--- src/rtl/fetch_queue.sv ---
// fetch_queue: instruction prefetch buffer between instruction memory and IF_ID.
// Owns the fetch PC, fetches one instruction per cycle into a circular queue
// while space remains, and presents the oldest {pc, instr} pair downstream.
// A redirect (taken branch) flushes every prefetched entry and reloads the PC.
//
// Handshake: the head entry is offered whenever out_valid is high; it is
// consumed on a rising edge where out_valid=1 and stall=0 (stall is the
// inverse of ready). While stalled, out_valid/out_pc/out_instr hold stable.
module fetch_queue #(
  parameter int unsigned DEPTH    = 4,
  parameter logic [63:0] RESET_PC = 64'h0
) (
  input  logic                       clk,
  input  logic                       rst,
  output logic [63:0]                imem_addr,
  input  logic [31:0]                imem_instr,
  input  logic                       redirect,
  input  logic [63:0]                redirect_addr,
  input  logic                       stall,
  output logic                       out_valid,
  output logic [31:0]                out_instr,
  output logic [63:0]                out_pc,
  output logic [$clog2(DEPTH+1)-1:0] count
);

  localparam int unsigned PW = $clog2(DEPTH);
  localparam int unsigned CW = $clog2(DEPTH + 1);

  logic [63:0]   fetch_pc;
  logic [PW-1:0] head;
  logic [PW-1:0] tail;
  logic [63:0]   pc_mem    [DEPTH];
  logic [31:0]   instr_mem [DEPTH];

  logic full;
  logic pop;
  logic push;

  // Queue control: pop when the head is taken, push when a slot is free
  // (or being freed by this cycle's pop) and no redirect is flushing.
  always_comb begin
    full = (count == CW'(DEPTH));
    pop  = out_valid & ~stall;
    push = ~redirect & (~full | pop);
  end

  // Fetch PC, pointers and occupancy; reset beats redirect, redirect beats all.
  always_ff @(posedge clk) begin
    if (rst) begin
      fetch_pc <= RESET_PC;
      head     <= '0;
      tail     <= '0;
      count    <= '0;
    end else if (redirect) begin
      fetch_pc <= redirect_addr;
      head     <= '0;
      tail     <= '0;
      count    <= '0;
    end else begin
      if (push) begin
        tail     <= tail + PW'(1);
        fetch_pc <= fetch_pc + 64'd4;
      end
      if (pop) begin
        head <= head + PW'(1);
      end
      count <= count + CW'(push) - CW'(pop);
    end
  end

  // Entry storage: written at the tail on every push; contents need no reset
  // because count gates visibility.
  always_ff @(posedge clk) begin
    if (!rst && push) begin
      pc_mem[tail]    <= fetch_pc;
      instr_mem[tail] <= imem_instr;
    end
  end

  // Outputs: head entry when valid, zeros when the queue is empty.
  always_comb begin
    imem_addr = fetch_pc;
    out_valid = (count != '0);
    out_pc    = '0;
    out_instr = '0;
    if (out_valid) begin
      out_pc    = pc_mem[head];
      out_instr = instr_mem[head];
    end
  end

endmodule
--- config.mk ---
export PLATFORM = sky130hd
export DESIGN_NAME = fetch_queue
export DESIGN_NICKNAME = d
export VERILOG_FILES = /design/src/rtl/fetch_queue.sv
export SDC_FILE = /design/constraint.sdc
export NUM_CORES = 1
export LEC_CHECK = 0
export ABC_CLOCK_PERIOD_IN_PS = 4300
export BUFFER_PORTS_ARGS = -buffer_cell sky130_fd_sc_hd__buf_2
export CORE_ASPECT_RATIO = 1.25
export CORE_UTILIZATION = 40
export CTS_CLUSTER_DIAMETER = 40
export DETAILED_ROUTE_END_ITERATION = 10
export PLACE_DENSITY = 0.61
export SYNTH_ARGS = -nofsm -noshare
export SYNTH_HDL_FRONTEND = slang
export SYNTH_SLANG_ARGS = --single-unit
--- constraint.sdc ---
create_clock -name clk -period 4.3 [get_ports clk]
set_input_delay 0.43 -clock clk [delete_from_list [all_inputs] [get_ports clk]]
set_output_delay 0.43 -clock clk [all_outputs]
set_load 0.01 [all_outputs]
==> results by group <==
Status
  • Status: finished, final reports clean

GRT
  • Pin count of the biggest net entering global routing: 95
  • Total GRT Usage: 0.2024
  • First-pass GRT wire length: 72,640 um
  • Antenna violations before repair: 4
  • Vias in the first global route: 11.40k
  • GR Overflow Total: 0

Clock tree
  • CTS Buf Count: 55
  • Cts hold-fix bufs: 0
  • Clk buf depth: 3
  • CTS Sinks: 457
  • Max H-tree Level: 2
  • TritonCTS clock tree: yes
  • Clk_lat worst skew: 590 ps
  • Root buffer cell: clkbuf_16
  • Post-CTS sizing: 0
  • Post-CTS Repair Setup Buffers: 0
  • Reg clk slew, reported paths: 60 ps

Power and ir drop
  • Worst VDD drop: 0.2760 mV
  • Pwr Total: 10.30 mW
  • P_leak: 7.943 nW
  • Cell Pwr Density: 450.8 nW/um^2
  • Sw Share: 0.2321
  • Clock share of power: 0.443
  • Switch Pwr: 2.390 mW
  • Seq pwr share: 0.495
  • Combinational share of power: 0.063
  • Internal power: 7.907 mW

Yosys
  • Cells after Synth: 1,172
  • EDFF count, synth: 384
  • Synthesized area: 18,990 sq um
  • Avg Cell Area, Syn: 16.20 sq um
  • Largest area contributor in the netlist: edfxtp_1
  • Post-synth top area share: 0.6073
  • Commonest cells in the netlist: 384 x edfxtp_1, 100 x and2_1, 96 x mux4_2
  • Top-count cell post-synth: edfxtp_1
  • Unique masters post-synth: 58
  • Post-Syn Nets: 1,279
  • Register area share after synthesis: 0.6842
  • Main flop type after synthesis: edfxtp_1
  • Synthesized flop and latch total: 457
  • YS warnings: 0
  • Synth area leaders: edfxtp_1 61%, mux4_2 11%, dfxtp_1 7.7%, and2_1 3.3%, nand4_1 1.3%
  • Post-synth ARST share: 0

STA
  • Max Slew Vio Count: 0
  • Final setup vio count: 0
  • Hold Slack: 67.30 ps
  • RSZ-0062 raised after global routing: false
  • Period utilization: 0.7416
  • Fin Setup TNS: 0 ps
  • Worst-Margin Slew: 1099 ps
  • Min Tclk post-route: 3189 ps
  • Fin Clk Skew: 20.90 ps
  • Max-Slew Margin vs Limit: 0.2673
  • Achievable Freq: 0.3136 GHz
  • Final hold violations: 0

Worst setup path
  • Critical path arrival: 2760 ps
  • Critical path capture point type: output port
  • Worst Setup SP: count[1]
  • WS Path Type: flop to output port
  • Launch point of the worst reg-to-reg path: imem_addr[20]
  • Worst-path maximum fanout: 61
  • Setup crit start kind: flop
  • WP data required: 3870 ps

Placed design
  • Port bufs: 263
  • RePlAce Congestion: 0.8325
  • Post-DP HPWL: 31,980 um
  • Placed cell count: 2,010

Die
  • Die H: 245.6 um
  • Core box area: 46,460 sq um
  • Die Wd: 196.9 um
  • IO Count: 264
  • Initial core utilization: 0.4087
  • Row count: 88
  • Die area: 48,350 sq um

Final layout
  • Final #Nets: 1,544
  • Final non-filler cell total: 2,113
  • Antenna diodes: 0
  • Layout area overhead: 20.28%
  • Fin util: 0.4915
  • Layout cell share with drive strength beyond 1: 0.3297

Route
  • Initial DRC count: 773
  • First-pass DRT Iterations: 5
  • Post-route ant nets: 0
  • Vias/cell: 5.484
  • Drt total wl: 48,920 um
  • Post-route DRC: 0
  • WL/cell: 23.15 um
  • Total number of vias: 11.59k

Worst hold path
  • Hold Startpoint: imem_instr[10]
  • HP Class: input port to flop

Job
  • MaxCap Viol Count: 0
[cells by family after synthesis]
logic type / share of synthesized area
compound gates: 0.03776
xor+xnor: 0.01430
fa+ha+maj: 0.005008
buf+inv: 0.02095
flops: 0.6842
mux: 0.1181
simple gates: 0.1197
[layer usage]
metal  GRT usage  wire (um)  vias up
met5           0         18        -
met3     0.04677       3718       89
met4     0.05335        987        4
met1      0.2613      19620     5827
met2      0.3422      24580      456
li1            -          -     5212
[stage by stage]
stage	area, sq um	setup WS, ps
after detailed placement	21010	1255
after global placement	21010	1353
after global routing	22840	803.2
after floorplan	18990	500.3
after CTS	22840	1000
final	22840	1111
[path summary, 6_finish.rpt]
kind	to	slack, ps	cells past startpoint
worst max register to register	imem_addr[62]	1250	5
worst max-delay path	out_pc[59]	1110	5
worst min-delay path	instr_mem[0][10]	70	1
worst min register to register	tail[1]	490	2
[placed cells by master (no fill, tap or decap), types with 7 or more instances in the layout]
master,count
buf_4,11
dfxtp_1,71
buf_12,7
mux2i_1,8
clkbuf_16,57
a21oi_1,12
xnor2_1,26
and2_1,100
edfxtp_1,384
nor3_1,22
a211oi_1,20
o21ai_0,10
or4_1,10
buf_2,263
or3_1,9
mux4_2,96
nand2_1,43
and4_1,8
clkbuf_1,12
inv_1,11
a311o_1,7
a311oi_1,15
nor2_1,62
and3_1,16
nand4_1,40
nor4_1,15
nand3_1,30
clkinv_2,9
[final cells by class]
cell class / instances / area (sq um)
Clock buffer: 71 / 1499
Fill cell: 3997 / 23630
Sequential cell: 457 / 13000
Inverter: 13 / 50.05
Tap cell: 630 / 788.3
Timing Repair Buffer: 281 / 1539
Multi-Input combinational cell: 629 / 5633
Clock inverter: 32 / 330.3
[state kept, by name, indices dropped and copies added (netlist names), named ones only]
name and flops:
pc_mem 256, count 3, tail 2, instr_mem 128, head 2, imem_addr 64
[power by group through the flow]
stage          clock, mW  sequential [mW]  combinational [mW]
6_report            4.56             5.10               0.644
5_1_grt             4.81             5.11               0.704
2_1_floorplan          0             5.14               0.360
3_5_place_dp           0             5.19               0.657
4_1_cts             4.65             5.10               0.660
3_3_place_gp           0             5.18               0.650
[worst max-delay path: stages (launching register included)]
cell	delay [ps]
dfxtp_1	400
nor3_1	370
clkinv_2	550
buf_4	480
and2_1	220
buf_2	130
(Power assumes the default switching activity.)
